**config.mk**
```make
export PLATFORM = sky130hd
export DESIGN_NAME = spi_controller_flat
export DESIGN_NICKNAME = d
export VERILOG_FILES = /design/src/rtl/spi_if.sv /design/src/rtl/spi_controller.sv /design/src/flat_wrapper.sv
export SDC_FILE = /design/constraint.sdc
export NUM_CORES = 1
export LEC_CHECK = 0
export CORE_MARGIN = 1
export CORE_UTILIZATION = 45
export CTS_BUF_LIST = sky130_fd_sc_hd__clkbuf_8 sky130_fd_sc_hd__clkbuf_16
export DETAILED_ROUTE_END_ITERATION = 8
export PLACE_DENSITY_LB_ADDON = 0.25
export RECOVER_POWER = 25
export REMOVE_ABC_BUFFERS = 1
export SYNTH_ARGS = -nofsm -noshare
export SYNTH_HDL_FRONTEND = slang
export SYNTH_SLANG_ARGS = --single-unit
```
**constraint.sdc**
```tcl
create_clock -name clk -period 5.1 [get_ports clk]
set_input_delay 0.765 -clock clk [delete_from_list [all_inputs] [get_ports clk]]
set_output_delay 0.765 -clock clk [all_outputs]
set_load 0.03 [all_outputs]
```
**src/rtl/spi_if.sv**
```systemverilog
// spi_if: host-side word handshake plus the four SPI wires.
// master = the controller, slave = the host/peripheral side.
interface spi_if #(
    parameter int WIDTH = 8
);
    logic             tx_valid;
    logic [WIDTH-1:0] tx_data;
    logic             tx_ready;
    logic             busy;
    logic [WIDTH-1:0] rx_data;
    logic             rx_valid;
    logic             sclk;
    logic             sdo;
    logic             cs_n;
    logic             sdi;

    modport master (
        input  tx_valid, tx_data, sdi,
        output tx_ready, busy, rx_data, rx_valid,
        output sclk, sdo, cs_n
    );

    modport slave (
        output tx_valid, tx_data, sdi,
        input  tx_ready, busy, rx_data, rx_valid,
        input  sclk, sdo, cs_n
    );
endinterface

```
**src/rtl/spi_controller.sv**
```systemverilog
// spi_controller: SPI mode-0 master, one WIDTH-bit word per cs_n frame.
// Every output is a register; phase timing comes from a reloading divider.
module spi_controller #(
    parameter int CLK_DIV = 4,
    parameter int WIDTH   = 8
) (
    input  logic  clk,
    input  logic  reset,
    spi_if.master bus
);
    localparam int CW = $clog2(CLK_DIV + 1);
    localparam int BW = $clog2(WIDTH + 1);
    localparam logic [CW-1:0] RELOAD = CW'(CLK_DIV - 1);
    localparam logic [BW-1:0] LAST   = BW'(WIDTH);

    typedef enum logic [2:0] {
        IDLE,
        SETUP,
        XFER,
        HOLD,
        GAP
    } state_e;

    state_e           state_q, state_d;
    logic [CW-1:0]    cnt_q, cnt_d;
    logic [BW-1:0]    bit_q, bit_d;
    logic [WIDTH-1:0] tx_sh_q, tx_sh_d;
    logic [WIDTH-1:0] rx_sh_q, rx_sh_d;
    logic [WIDTH-1:0] rx_data_q, rx_data_d;
    logic             sclk_q, sclk_d;
    logic             sdo_q, sdo_d;
    logic             cs_n_q, cs_n_d;
    logic             busy_q, busy_d;
    logic             tx_ready_q, tx_ready_d;
    logic             rx_valid_q, rx_valid_d;

    logic             tick;
    logic [WIDTH-1:0] tx_shift;

    assign tick     = (cnt_q == '0);
    assign tx_shift = tx_sh_q << 1;

    always_ff @(posedge clk) begin
        if (reset) begin
            state_q    <= IDLE;
            cnt_q      <= '0;
            bit_q      <= '0;
            tx_sh_q    <= '0;
            rx_sh_q    <= '0;
            rx_data_q  <= '0;
            sclk_q     <= 1'b0;
            sdo_q      <= 1'b0;
            cs_n_q     <= 1'b1;
            busy_q     <= 1'b0;
            tx_ready_q <= 1'b0;
            rx_valid_q <= 1'b0;
        end else begin
            state_q    <= state_d;
            cnt_q      <= cnt_d;
            bit_q      <= bit_d;
            tx_sh_q    <= tx_sh_d;
            rx_sh_q    <= rx_sh_d;
            rx_data_q  <= rx_data_d;
            sclk_q     <= sclk_d;
            sdo_q      <= sdo_d;
            cs_n_q     <= cs_n_d;
            busy_q     <= busy_d;
            tx_ready_q <= tx_ready_d;
            rx_valid_q <= rx_valid_d;
        end
    end

    always_comb begin
        state_d    = state_q;
        cnt_d      = cnt_q;
        bit_d      = bit_q;
        tx_sh_d    = tx_sh_q;
        rx_sh_d    = rx_sh_q;
        rx_data_d  = rx_data_q;
        sclk_d     = sclk_q;
        sdo_d      = sdo_q;
        cs_n_d     = cs_n_q;
        busy_d     = busy_q;
        tx_ready_d = tx_ready_q;
        rx_valid_d = 1'b0;

        unique case (state_q)
            IDLE: begin
                tx_ready_d = 1'b1;
                busy_d     = 1'b0;
                if (bus.tx_valid && tx_ready_q) begin
                    state_d    = SETUP;
                    tx_sh_d    = bus.tx_data;
                    sdo_d      = bus.tx_data[WIDTH-1];
                    cs_n_d     = 1'b0;
                    busy_d     = 1'b1;
                    tx_ready_d = 1'b0;
                    cnt_d      = RELOAD;
                    bit_d      = '0;
                end
            end
            SETUP: begin
                cnt_d = cnt_q - CW'(1);
                if (tick) begin
                    state_d    = XFER;
                    cnt_d      = RELOAD;
                    sclk_d     = 1'b1;
                    rx_sh_d    = rx_sh_q << 1;
                    rx_sh_d[0] = bus.sdi;
                    bit_d      = bit_q + BW'(1);
                end
            end
            XFER: begin
                cnt_d = cnt_q - CW'(1);
                if (tick) begin
                    cnt_d = RELOAD;
                    if (sclk_q) begin
                        sclk_d = 1'b0;
                        // sdo stays on the final bit through HOLD
                        if (bit_q == LAST) begin
                            state_d = HOLD;
                        end else begin
                            tx_sh_d = tx_shift;
                            sdo_d   = tx_shift[WIDTH-1];
                        end
                    end else begin
                        sclk_d     = 1'b1;
                        rx_sh_d    = rx_sh_q << 1;
                        rx_sh_d[0] = bus.sdi;
                        bit_d      = bit_q + BW'(1);
                    end
                end
            end
            HOLD: begin
                cnt_d = cnt_q - CW'(1);
                if (tick) begin
                    state_d    = GAP;
                    cnt_d      = RELOAD;
                    cs_n_d     = 1'b1;
                    sdo_d      = 1'b0;
                    rx_valid_d = 1'b1;
                    rx_data_d  = rx_sh_q;
                end
            end
            GAP: begin
                cnt_d = cnt_q - CW'(1);
                if (tick) begin
                    state_d    = IDLE;
                    cnt_d      = '0;
                    busy_d     = 1'b0;
                    tx_ready_d = 1'b1;
                end
            end
            default: state_d = IDLE;
        endcase
    end

    assign bus.sclk     = sclk_q;
    assign bus.sdo      = sdo_q;
    assign bus.cs_n     = cs_n_q;
    assign bus.busy     = busy_q;
    assign bus.tx_ready = tx_ready_q;
    assign bus.rx_valid = rx_valid_q;
    assign bus.rx_data  = rx_data_q;
endmodule

```
**src/flat_wrapper.sv**
```systemverilog
// flat-port wrapper written by rule: the top's interface ports become plain ports
module spi_controller_flat 
#(
    parameter int CLK_DIV = 4,
    parameter int WIDTH   = 8
)
  (clk, reset, bus_tx_valid, bus_tx_data, bus_sdi, bus_tx_ready, bus_busy, bus_rx_data, bus_rx_valid, bus_sclk, bus_sdo, bus_cs_n);
  spi_if #(.WIDTH(WIDTH)) bus_i ();
  input  logic clk;
  input  logic reset;
  input wire logic [$bits(bus_i.tx_valid)-1:0] bus_tx_valid;
  input wire logic [$bits(bus_i.tx_data)-1:0] bus_tx_data;
  input wire logic [$bits(bus_i.sdi)-1:0] bus_sdi;
  output wire logic [$bits(bus_i.tx_ready)-1:0] bus_tx_ready;
  output wire logic [$bits(bus_i.busy)-1:0] bus_busy;
  output wire logic [$bits(bus_i.rx_data)-1:0] bus_rx_data;
  output wire logic [$bits(bus_i.rx_valid)-1:0] bus_rx_valid;
  output wire logic [$bits(bus_i.sclk)-1:0] bus_sclk;
  output wire logic [$bits(bus_i.sdo)-1:0] bus_sdo;
  output wire logic [$bits(bus_i.cs_n)-1:0] bus_cs_n;
  assign bus_i.tx_valid = bus_tx_valid;
  assign bus_i.tx_data = bus_tx_data;
  assign bus_i.sdi = bus_sdi;
  assign bus_tx_ready = bus_i.tx_ready;
  assign bus_busy = bus_i.busy;
  assign bus_rx_data = bus_i.rx_data;
  assign bus_rx_valid = bus_i.rx_valid;
  assign bus_sclk = bus_i.sclk;
  assign bus_sdo = bus_i.sdo;
  assign bus_cs_n = bus_i.cs_n;
  spi_controller #(.CLK_DIV(CLK_DIV), .WIDTH(WIDTH)) u_core (.clk(clk), .reset(reset), .bus(bus_i));
endmodule
```
# Yosys cells after proc, flatten, opt, wreduce, memory -nomap -nowiden

Cells that the tools add are included.

Word-level logic and storage cells: 94
Output and inout port bits: 14
Register bits: 39
Bits of input ports: 12

Bitwise gates (word level): 1
Equal/unequal tests: 14
Add/subtract/negate cells: 2
Muxes and demuxes: 43
Reduce and logical (&&, ||, !) cells: 22

Operators by type and width:

| kind                | count |
|---|---|
| $mux 3              | 10 |
| $mux 7              | 4 |
| $mux 8              | 3 |
| $mux 4              | 4 |
| $pmux 8 s2          | 1 |
| $pmux 3 s5          | 1 |
| $ne 2x1->1 const B  | 7 |
| $pmux 7 s2          | 1 |
| $mux 1              | 12 |
| $pmux 4 s3          | 1 |
| $reduce_and 5->1    | 2 |
| $pmux 3 s3          | 1 |
| $reduce_bool 3->1   | 3 |
| $pmux 1 s2          | 4 |
| $reduce_bool 2->1   | 4 |
| $reduce_and 7->1    | 1 |
| $eq 3x2->1 const B  | 2 |
| $logic_not 3->1     | 2 |
| $reduce_and 2->1    | 3 |
| $reduce_and 3->1    | 2 |
| $reduce_and 6->1    | 1 |
| $add 4x1->4 const B | 1 |
| $eq 4x4->1 const B  | 1 |
| $ne 2x2->1 const B  | 2 |
| 9 further kinds     | 9 |

# Logic depth before layout (Yosys ltp)

Gate-level depths: netlist of run 1.

Depth after elaboration: 5
Gate-level depth with buffers: 8
Mapped depth without buffers: 6

# Worst setup path after synthesis of run 1

No wires, ideal clock.

Path type: input-to-reg
Start: input bus_tx_valid
End: register u_core.tx_sh_q[4]
Setup time: 135 ps
Data arrival time: 1746 ps
Path slack: 3219 ps
Buffers on the path: 2
Required time: 4965 ps
Cell stages on the path: 6
Cells stage by stage: nand2_1 > or3_1 > buf_2 > buf_6 > a221oi_1 > a311oi_1

Word-level cells in the longest chain between the ends: 3

Ends and longest elaborated chain:

| what                       | RTL line             | RTL |
|---|---|---|
| from (decl)                | flat_wrapper.sv:11   | `input wire logic [$bits(bus_i.tx_valid)-1:0] bus_tx_valid;` |
| $logic_and 1x1->1          | spi_controller.sv:91 | `if (bus.tx_valid && tx_ready_q) begin` |
| $ne 2x1->1 (no line)       | --                   |  |
| $reduce_and 5->1 (no line) | --                   |  |
| to (signal assigned)       | spi_controller.sv:61 | `tx_sh_q <= tx_sh_d;` |
| to (decl)                  | spi_controller.sv:27 | `logic [WIDTH-1:0] tx_sh_q, tx_sh_d;` |

No other way between the ends.
A chain may end at the register's enable or synchronous reset.

# Worst setup path after layout of run 1

Start: register u_core.state_q[1]
End: register u_core.tx_sh_q[2]

Word-level cells in the longest chain between the ends: 3
Elaborated cells between the ends (all ways): 9
Classes of those cells: eq/ne (5); mux (1); reduce/logical (3)

Ends and longest elaborated chain:

| what                                                 | RTL line             | RTL |
|---|---|---|
| from (decl)                                          | spi_controller.sv:24 | `state_e state_q, state_d;` |
| from (signal assigned)                               | spi_controller.sv:58 | `state_q <= state_d;` |
| $eq 3x2->1 / $logic_not 3->1 (equally long branches) | spi_controller.sv:87 | `unique case (state_q)` |
| $ne 2x1->1 (no line) (tied with other cells)         | --                   |  |
| $reduce_and 5->1 (no line)                           | --                   |  |

Parallel ways exist; a longest one is shown, timed or not.

==> impl_summary.md, run 1 <==
Floorplan
The floorplan core area is 3800 um2. The number of cell rows is 22. The floorplan step defined a die boundary enclosing 4390 um2. Pin placement for this block handled 26 I/O pins. The die is 66.2 um wide. The initial core utilization is 0.489. The die is 66.2 um tall.

Power and ir drop
The total power divided by cell area is 442 nW/um2. Across the VDD grid, the largest voltage drop is 0.265 mV. The share of total power dissipated in sequential elements is 0.419. Of the total power, the share spent switching nets is 0.348. For this design the total switching power over the nets is 0.337 mW. The total leakage power is 0.840 nW. The share of total power dissipated in combinational logic is 0.322.

Total power for the finished layout comes to 0.969 mW. Of the total power, the clock network draws 0.259. The internal portion of the total power is 0.632 mW.

Clocking
The number of instances resized during post-cts repair is 0. TritonCTS built the clock tree. The later pin in the worst-skew pair is clocked with a latency of 0.29 ns. The clock root buffer is clkbuf_8.

Clock tree synthesis found a total of 39 sinks. The post-CTS setup buffer count is 0. The clock slew seen by the registers of the worst setup and hold paths is 0.08 ns.

After clock tree synthesis, the flow added hold-fix buffers numbering 0. In this run the deepest clock path goes through 2 buffers. In this run, CTS created clock tree buffers numbering 5. In this run the number of H-tree levels came out at 2.

Global routing
Global routing finished with a remaining overflow of 0. The global-route wire length before repair is 6500 um. The total global-route track usage is 0.193. Entering global routing, the biggest net connects 28 pins. The number of global-route vias before repair is 1425. The initial antenna violation count is 0.

Worst setup path
The nature of the critical path endpoint is a flop. The highest fanout seen on the critical path is 18. The data arrival time of the critical path is 2.90 ns. STA puts the critical path data required time at 5.22 ns. The kind of cell with the highest combined delay along the critical path is simple AND/OR/NAND/NOR gates.

The startpoint of the lowest-slack register-to-register path is u_core.state_q[1]$_SDFFE_PP0P_. The startpoint of the most critical setup path is u_core.state_q[1]$_SDFFE_PP0P_. The critical path is of the reg2reg type. The signal on the critical path passes through nor3b_1, nand4_1, a221oi_1, a311oi_1. Counting both buffers and inverters, the worst setup path holds a total of 0. STA classifies the critical path startpoint as a flop. For this run, the slowest stage of the critical path takes 0.84 ns. The master of the slowest instance on the critical path is nor3b_1.

Timing
The final count of pins violating max slew is 0. The highest clock rate is 0.360 GHz. The final hold violation count is 0. The final setup skew is 0.00650 ns. Headroom to the max-slew limit came out at 0.234. The total negative slack for setup checks is 0 ns. The final clock period utilization by the worst path is 0.545. The worst path in the final design needs a cycle of 2.78 ns, including I/O delays and setup. At the pin with the least slew margin, the transition time is 1.15 ns. The hold slack is 0.478 ns. Setup violations remaining at the end of the flow were counted as 0. Setup repair after global routing left no endpoint under its margin.

Yosys
For this run, the number of Yosys warnings is 0. The cell area that synthesis handed to floorplanning was 1860 um2. In the synthesized netlist the async set-or-reset flop fraction comes to 0. A synthesized cell averages 8.93 um2. After technology mapping, the gate count stands at 208.

The number of distinct standard cells referenced by the synthesized netlist is 44. In this run, synthesis produced a sequential element count of 39. For this run, the register share of the synthesized area comes to 0.420. In the synthesized netlist the dominant register cell turns out to be dfxtp_1. The count of flip-flops with a built-in enable after synthesis is 0.

Route
In the routed design, unresolved DRC markers number 0. The number of routed nets with antenna violations is 0. The overall via count from detail_route is 1486. Wires add up to 3650 um. The detailed router finished its first iteration with 81 violations.

The average vias per placed instance is 5.44. The first detailed-routing pass took 4 iterations. The average wire length per cell after detail routing is 13.4 um.

Finish
The antenna diode instance count is 0. The area growth from synthesis to final layout is 18.2%. At the end of the flow the core is filled with cells to 0.578.

Of the cells placed in the final design, the portion with a size suffix greater than 1 is 0.0711. After the flow finishes, the layout carries non-filler instances totaling 273. The final net count is 239.

Job
Across the run, the number of max-cap violations was 0.

Worst hold path
The tightest min-delay check is of the reg2reg type. In this run the most critical hold path is launched from u_core.bus.cs_n$_SDFFE_PP1P_.

Placed design
The routability-driven placement congestion ratio is 0.847. The number of port buffers is 25. Summed over all nets, the half-perimeter wirelength after detailed placement is 2460 um. The post-placement cell count is 266.

Outcome
The flow ran to the end, and the final reports show no timing, DRC or antenna violations.
-- stage by stage --
step                worst slack (ns)  area [um2]
CTS                             2.74        2200
global route                    1.90        2190
finish                          2.32        2190
floorplan                       3.13        1770
detailed placement              2.54        2100
global placement                2.61        2100
-- power by group through the flow --
stage | Sequential (mW) | Combinational, mW | Clock (mW)
final | 0.406 | 0.312 | 0.251
after global routing | 0.417 | 0.354 | 0.272
after CTS | 0.405 | 0.314 | 0.256
after detailed placement | 0.411 | 0.313 | 0
after global placement | 0.411 | 0.311 | 0
after floorplan | 0.415 | 0.211 | 0
-- cell usage in the layout (no fill, tap or decap), types with 3 or more instances in the layout --
cell	instances
a221oi_1	6
a311oi_1	7
nor3_1	4
nand2b_1	3
or3b_2	3
nor2_1	20
nand3_1	5
and2_1	6
clkbuf_8	5
nor2b_1	4
a21o_1	3
inv_1	10
mux2i_1	18
clkdlybuf4s50_1	23
dfxtp_1	39
or3_1	7
o21ai_0	6
nand2_1	9
a21oi_1	11
-- worst paths after layout --
check	endpoint	slack [ns]	cells past startpoint
setup / recovery	u_core.tx_sh_q[2]$_SDFFE_PP0P_	2.32	4
hold / removal	u_core.bus.cs_n$_SDFFE_PP1P_	0.48	2
setup reg to reg	u_core.tx_sh_q[2]$_SDFFE_PP0P_	2.32	4
hold reg to reg	u_core.bus.cs_n$_SDFFE_PP1P_	0.48	2
-- cell families (layout without fill, tap and decap cells) --
group | Yosys count | after routing | synth area share
adder cells (fa/ha/maj) | 2 | 2 | 0.0135
AO/OA/AOI/OAI | 45 | 45 | 0.167
XOR/XNOR | 2 | 2 | 0.00944
flip-flops | 39 | 39 | 0.420
multiplexers | 18 | 18 | 0.0970
AND/OR/NAND/NOR | 75 | 75 | 0.226
buffers and inverters | 27 | 44 | 0.0660
-- cell usage after synthesis, types with 3 or more instances --
cell | number | share of area
dfxtp_1 | 39 | 0.42
nor2_1 | 20 | 0.040
mux2i_1 | 18 | 0.097
a21oi_1 | 11 | 0.030
inv_1 | 10 | 0.020
clkbuf_1 | 9 | 0.018
nand2_1 | 9 | 0.018
a311oi_1 | 7 | 0.033
or3_1 | 7 | 0.024
a221oi_1 | 6 | 0.028
and2_1 | 6 | 0.020
o21ai_0 | 6 | 0.016
nand3_1 | 5 | 0.013
buf_2 | 4 | 0.011
nor2b_1 | 4 | 0.013
nor3_1 | 4 | 0.011
a21o_1 | 3 | 0.012
nand2b_1 | 3 | 0.010
or3b_2 | 3 | 0.014
-- layer usage --
layer / part of all wire / global-route usage / up-vias
li1: - / - / 773
met1: 0.51 / 0.258 / 684
met2: 0.44 / 0.301 / 24
met3: 0.040 / 0.0448 / 5
met4: 0.011 / 0.0665 / 0
met5: 0 / 0 / -
-- worst reg2reg max path, stage by stage (launching register included) --
cell and delay [ns]:
dfxtp_1 0.70, nor3b_1 0.85, nand4_1 0.57, a221oi_1 0.41, a311oi_1 0.08
-- flip-flops by register name, summed over array words and instances (netlist names) --
name and count:
u_core.bus.rx_data 8, u_core.rx_sh_q 8, u_core.tx_sh_q 7, u_core.bit_q 4
u_core.cnt_q 3, u_core.state_q 3, u_core.bus.busy 1, u_core.bus.cs_n 1
u_core.bus.rx_valid 1, u_core.bus.sclk 1, u_core.bus.sdo 1, u_core.bus.tx_ready 1
-- area by class of cell --
class,count,area (um2)
Multi-Input combinational cell,142,948
Clock inverter,2,37.5
Timing Repair Buffer,27,262
Fill cell,339,1600
Sequential cell,39,781
Tap cell,48,60.1
Clock buffer,5,68.8
Inverter,10,37.5
No activity file was read; power rests on OpenSTA's default activity.
==> inputs of run 2 (changes only) <==
- clock period: 5.1 -> 2.8 ns (I/O delays scaled with it)
==> impl_summary.md, run 2 (synthesized netlist as in run 1, its figures left out) <==
Outcome
The run finished with clean final reports.

Worst setup path
The critical path starts at u_core.cnt_q[1]$_SDFFE_PP0P_. The kind of launch point of the worst setup path is a flop. The highest fanout seen on the critical path is 11. The data arrival time of the critical path is 2.43 ns. STA classifies the critical path endpoint as a flop. The worst register-to-register path begins at u_core.cnt_q[1]$_SDFFE_PP0P_. The worst register-to-register path has a setup slack of 0.59 ns. The worst register-to-register path has a depth of 4.

The path type of the worst setup path is reg2reg. The worst register-to-register path ends at u_core.bit_q[2]$_SDFFE_PP0P_. For the worst setup path, the data required time is 3.02 ns.

Floorplan
The die boundary width is 66.2 um. The height of the chip is 66.2 um. The floorplan step defined a die boundary enclosing 4390 um2.

The core region is 3800 um2. For this configuration, the core starts out at a cell density of 0.489. The count of boundary I/O pins is 26. The number of cell rows is 22.

Clocking
No sink is reached through more buffers than the 2 on the longest clock path. The post-CTS setup buffer count is 0. The number of clock sinks is 39. The number of CTS-inserted buffers is 5. After clock tree synthesis, the clock-pin slew on the worst setup and hold paths is 0.08 ns. The number of hold buffers added after CTS was 0. Once the clock tree was built, the resizer swapped 0 gates to a different size. In this run the clock root is driven by a clkbuf_8. Clock latency on the worst-skew pair, taken at its later pin, is 0.29 ns. The number of H-tree levels is 2. The CTS tree is done.

Global routing
The first global-routing pass estimated 6280 um of wire. The number of global-route vias before repair was 1358. Entering global routing, the biggest net connects 30 pins. The initial antenna violation count came to 0. The remaining global-route overflow is 0. The total global-route track usage is 0.188.

Finish
The area growth from synthesis to final layout is 19.1%. The library cells used most frequently in the layout, excluding fill and tap cells, are dfxtp_1, clkdlybuf4s50_1, nor2_1, mux2i_1, a21oi_1. The layout cell share with drive strength beyond 1 is 0.0870.

The antenna diode instance count is 0. The library cell used most frequently in the layout, excluding fill and tap cells, is dfxtp_1. The final net count is 243. Measured on the finished design, the core utilization comes to 0.582.

Route
The detail route stage leaves a number of antenna-violating nets equal to 0. After detailed routing, the average wire length per cell comes to 13.2 um. The number of design rule violations left after detail routing is 0. The first TritonRoute pass finished after 4 iterations.

After detailed routing, the number of vias per cell comes to 5.53. The total wire length is 3660 um. After the first detailed-routing iteration, the DRC count stood at 137.

For this block, the via count after detailed routing is 1536.

Placed design
The placed wire-length estimate is 2570 um. The routability-driven placement congestion ratio is 0.836. The count of buffers added on input and output ports is 25.

Worst hold path
The path type of the worst min-delay path is reg2reg. For hold timing, the worst endpoint is u_core.bus.cs_n$_SDFFE_PP1P_. The worst hold path begins at u_core.bus.cs_n$_SDFFE_PP1P_. The count of cells along the worst hold path is 2.

Timing
The final setup skew is 0.00416 ns. The worst pin sits at a relative slew slack of 0.273. The final count of pins violating max slew is 0. The final hold violation count is 0. Setup repair after global routing left no endpoint under its margin. The smallest clock period supported by the final layout is computed as 2.21 ns. In the final timing run, aggregate negative setup slack is 0 ns. The final clock period utilization by the worst path is 0.788. At the pin with the least slew margin, the transition time is 1.08 ns. The number of setup violations in the final report is 0. The highest clock rate is 0.453 GHz.

Power and ir drop
The total power divided by cell area is 776 nW/um2. Summed over all cells, the static leakage comes to 0.856 nW. VDD sags by at most 0.464 mV.

Job
Across the run, the number of max-cap violations was 0.
-- run 2: how the worst max path moves through the flow --
stage                                           to  slack, ns  cells after the start
floorplan           u_core.tx_sh_q[1]$_SDFFE_PP0P_       0.83                      4
finish                u_core.bit_q[2]$_SDFFE_PP0P_       0.59                      4
CTS                 u_core.rx_sh_q[5]$_SDFFE_PP0P_       0.76                      4
global placement    u_core.tx_sh_q[5]$_SDFFE_PP0P_       0.65                      5
detailed placement  u_core.tx_sh_q[1]$_SDFFE_PP0P_       0.61                      5
global route          u_core.bit_q[2]$_SDFFE_PP0P_       0.40                      4
-- run 2: through the flow --
step / worst slack [ns] / total power [mW] / hold WS, ns / instance area, um2 / cells
after global placement: 0.650 / 1.33 / 0.463 / 2130 / 270
after detailed placement: 0.614 / 1.34 / 0.458 / 2130 / 270
final: 0.594 / 1.72 / 0.475 / 2210 / 278
after global routing: 0.403 / 1.84 / 0.508 / 2210 / 278
after floorplan: 0.833 / 1.14 / 0.432 / 1770 / 191
after CTS: 0.757 / 1.75 / 0.480 / 2230 / 278
-- run 2: final cells by class --
class,count,area (um2)
timing repair buffer,31,292
tap,48,60.1
clock buffer,6,82.6
fill,369,1590
sequential,39,781
multi-input combinational,142,942
inverter,10,37.5
clock inverter,2,16.3
-- run 2: metal layers --
| metal | routed length, um | GRT usage |
|---|---|---|
| met3 | 205 | 0.0466 |
| met1 | 1840 | 0.258 |
| met5 | 0 | 0 |
| met4 | 53 | 0.0824 |
| met2 | 1560 | 0.274 |
-- run 2: power breakdown --
group | switching (mW) | internal [mW] | total [mW]
clock | 0.203 | 0.201 | 0.404
sequential | 0.0887 | 0.629 | 0.718
combinational | 0.330 | 0.264 | 0.594
-- run 2: worst max-delay path, stage by stage (launching register included) --
cell and delay, ns:
dfxtp_1 0.37, nor4_1 0.56, o21ai_1 0.53, or4b_1 0.60, o21ai_0 0.08
==> inputs of run 3 (changes only) <==
- clock period: 2.8 -> 2 ns (I/O delays scaled with it)
==> impl_summary.md, run 3 (synthesized netlist as in run 1, its figures left out) <==
Worst setup path
The termination of the worst setup path is u_core.tx_sh_q[1]$_SDFFE_PP0P_. The worst setup path is launched from a flop. The nature of the critical path endpoint is a flop. The highest fanout seen on the critical path is 12. The data arrival time of the critical path is 2.01 ns.

The worst register-to-register path has a depth of 6. The startpoint of the lowest-slack register-to-register path is u_core.bit_q[0]$_SDFFE_PP0P_. The worst-case register-to-register setup slack is 0.16 ns. In this run the critical register-to-register path is captured at u_core.tx_sh_q[1]$_SDFFE_PP0P_. The startpoint of the most critical setup path is u_core.bit_q[0]$_SDFFE_PP0P_. By startpoint and endpoint, the worst setup path is classified as reg2reg. STA puts the critical path data required time at 2.17 ns.

Timing
The worst path in the final design needs a cycle of 1.84 ns, including I/O delays and setup. The total negative slack for setup checks is 0 ns. At the pin with the least slew margin, the transition time is 0.551 ns. The worst pin sits at a relative slew slack of 0.632. The final hold violation count is 0.

Setup violations remaining at the end of the flow were counted as 0. The final clock period utilization by the worst path is 0.920. The final setup skew is 0.00275 ns. Setup repair after global routing left no endpoint under its margin. The highest clock rate is 0.543 GHz.

The final count of pins violating max slew was 0.

Clocking
The post-CTS setup buffer count is 0. The number of clock sinks is 39. Clock tree synthesis selected as its root buffer the cell clkbuf_8. Clock-pin slew was measured on the worst setup and hold paths at 0.07 ns.

TritonCTS built the clock tree. The later-pin clock latency in the skew report is 0.29 ns. The clock passes through at most 2 buffers. Hold repair after CTS inserted 0 buffers. The number of CTS-inserted buffers is 5. The number of H-tree levels is 2.

Finish
At the end of the flow, the number of nets in the layout was 250. After routing the design area is 2300 um2. The repair_antennas step left the layout with diodes totalling 0. In the final layout, the share of cells above drive strength 1 is 0.131.

Summing all flip-flop and latch instances after layout gives 781 um2. The area growth from synthesis to layout is 24.0%. The filler cell count in the final layout is 347. Once layout is complete, the utilization of the core stands at 0.606. Leaving out fill and tap cells, the most frequent cell in the layout is dfxtp_1.

The footprint of the multi-input gates is 958 um2. Leaving out fill and tap cells, the most frequent cells in the layout are dfxtp_1, nor2_1, clkdlybuf4s50_1, mux2i_1, buf_4.

Route
After detailed routing, the number of vias per cell comes to 5.49. The overall via count from detail_route is 1566. The number of DRC markers after the initial detailed-route iteration is 104. The first TritonRoute pass finished after 4 iterations.

In the final routed layout, each cell accounts on average for 13.7 um. The number of design rule violations left after detail routing is 0. Wires add up to 3890 um. The number of routed nets with antenna violations is 0.

Floorplan
The count of boundary I/O pins is 26. The initial core utilization is 0.489. The floorplan has 22 rows. The floorplan step set the die height to 66.2 um.

The overall die area is 4390 um2. Measured along the x axis, the die boundary spans 66.2 um. The core region is 3800 um2.

Placed design
Detailed placement finished with a half-perimeter wire length of 2730 um. The routability-driven placement congestion ratio is 0.771. The number of port buffers is 25. The cell area after placement is 2180 um2.

Power and ir drop
Dividing total power by cell area gives a power density of 1120 nW/um2. VDD sags by at most 0.488 mV. The total leakage power is 0.927 nW.

Global routing
After global routing the overflow that remains totals 0. Across every metal layer, demand over resource in global routing totals 0.197. The initial antenna violation count is 0. The global-route wire length before repair is 6530 um. Entering global routing, the biggest net connects 20 pins. The number of global-route vias before repair is 1475.

Job
The number of maximum-capacitance violations is 0.

Outcome
The flow ran to the end, and the final reports show no timing, DRC or antenna violations.

Worst hold path
The path class of the tightest hold or removal check is reg2reg.
## run 3: cell count changes in the layout (fill, tap and decap cells not counted), sizes merged
cell / before / now
clkinvlp: 1 / 0
clkbuf: 7 / 6
bufinv: 0 / 1
buf: 5 / 13
dlygate4sd3: 1 / 6
clkdlybuf4s50: 24 / 19
## run 3: power by group
| group | leakage [nW] | internal [mW] | total [mW] | switching (mW) |
|---|---|---|---|---|
| registers | 0.317 | 0.881 | 0.982 | 0.101 |
| clock network | 0.0612 | 0.403 | 0.676 | 0.272 |
| logic | 0.549 | 0.420 | 0.926 | 0.506 |
| total | 0.927 | 1.70 | 2.58 | 0.879 |
## run 3: metal layers
metal | wire [um] | up-vias | GRT usage | part of all wire
met5 | 0 | - | 0 | 0
met4 | 75 | 0 | 0.0878 | 0.019
met3 | 207 | 8 | 0.0466 | 0.053
met2 | 1710 | 35 | 0.320 | 0.44
met1 | 1900 | 725 | 0.243 | 0.49
li1 | - | 798 | - | -
## run 3: final cells by class
type                    instances  share of cell area
multi-input cells             142               0.416
well taps                      48              0.0261
inverters                      10              0.0163
clock inverters                 2              0.0152
repair buffers                 38               0.151
clock buffers                   6              0.0359
flip-flops and latches         39               0.339
## run 3: per-stage QoR
step	setup WS [ns]	hold slack [ns]	total power [mW]	cells
after CTS	0.108	0.479	2.61	285
after global routing	0.0365	0.492	2.75	285
after detailed placement	0.0205	0.457	1.92	277
after floorplan	0.0334	0.369	1.60	191
after global placement	0.0721	0.460	1.91	277
final	0.160	0.466	2.58	285
## run 3: worst min path at each step
stage                                endpoint  cells past startpoint                      startpoint
2_1_floorplan     u_core.bus.sdo$_SDFFE_PP0P_                      1                           reset
3_3_place_gp      u_core.bus.sdo$_SDFFE_PP0P_                      2     u_core.bus.sdo$_SDFFE_PP0P_
3_5_place_dp     u_core.bus.cs_n$_SDFFE_PP1P_                      2    u_core.bus.cs_n$_SDFFE_PP1P_
4_1_cts        u_core.tx_sh_q[2]$_SDFFE_PP0P_                      2  u_core.tx_sh_q[2]$_SDFFE_PP0P_
5_1_grt           u_core.bus.sdo$_SDFFE_PP0P_                      2     u_core.bus.sdo$_SDFFE_PP0P_
6_report         u_core.bus.cs_n$_SDFFE_PP1P_                      2    u_core.bus.cs_n$_SDFFE_PP1P_
## run 3: critical path, cell delays in order, from the launching register on
cell      delay, ns
dfxtp_1        0.38
inv_1          0.08
ha_1           0.19
nand3b_1       0.15
nand4_1        0.41
a221oi_1       0.41
a311oi_1       0.09
## run 3: timing repair
action | 4_1_cts | 5_1_grt
endpoints found under the setup margin | 0 | 3
endpoints found under the hold margin | 0 | 0
gates resized for setup | 0 | 1
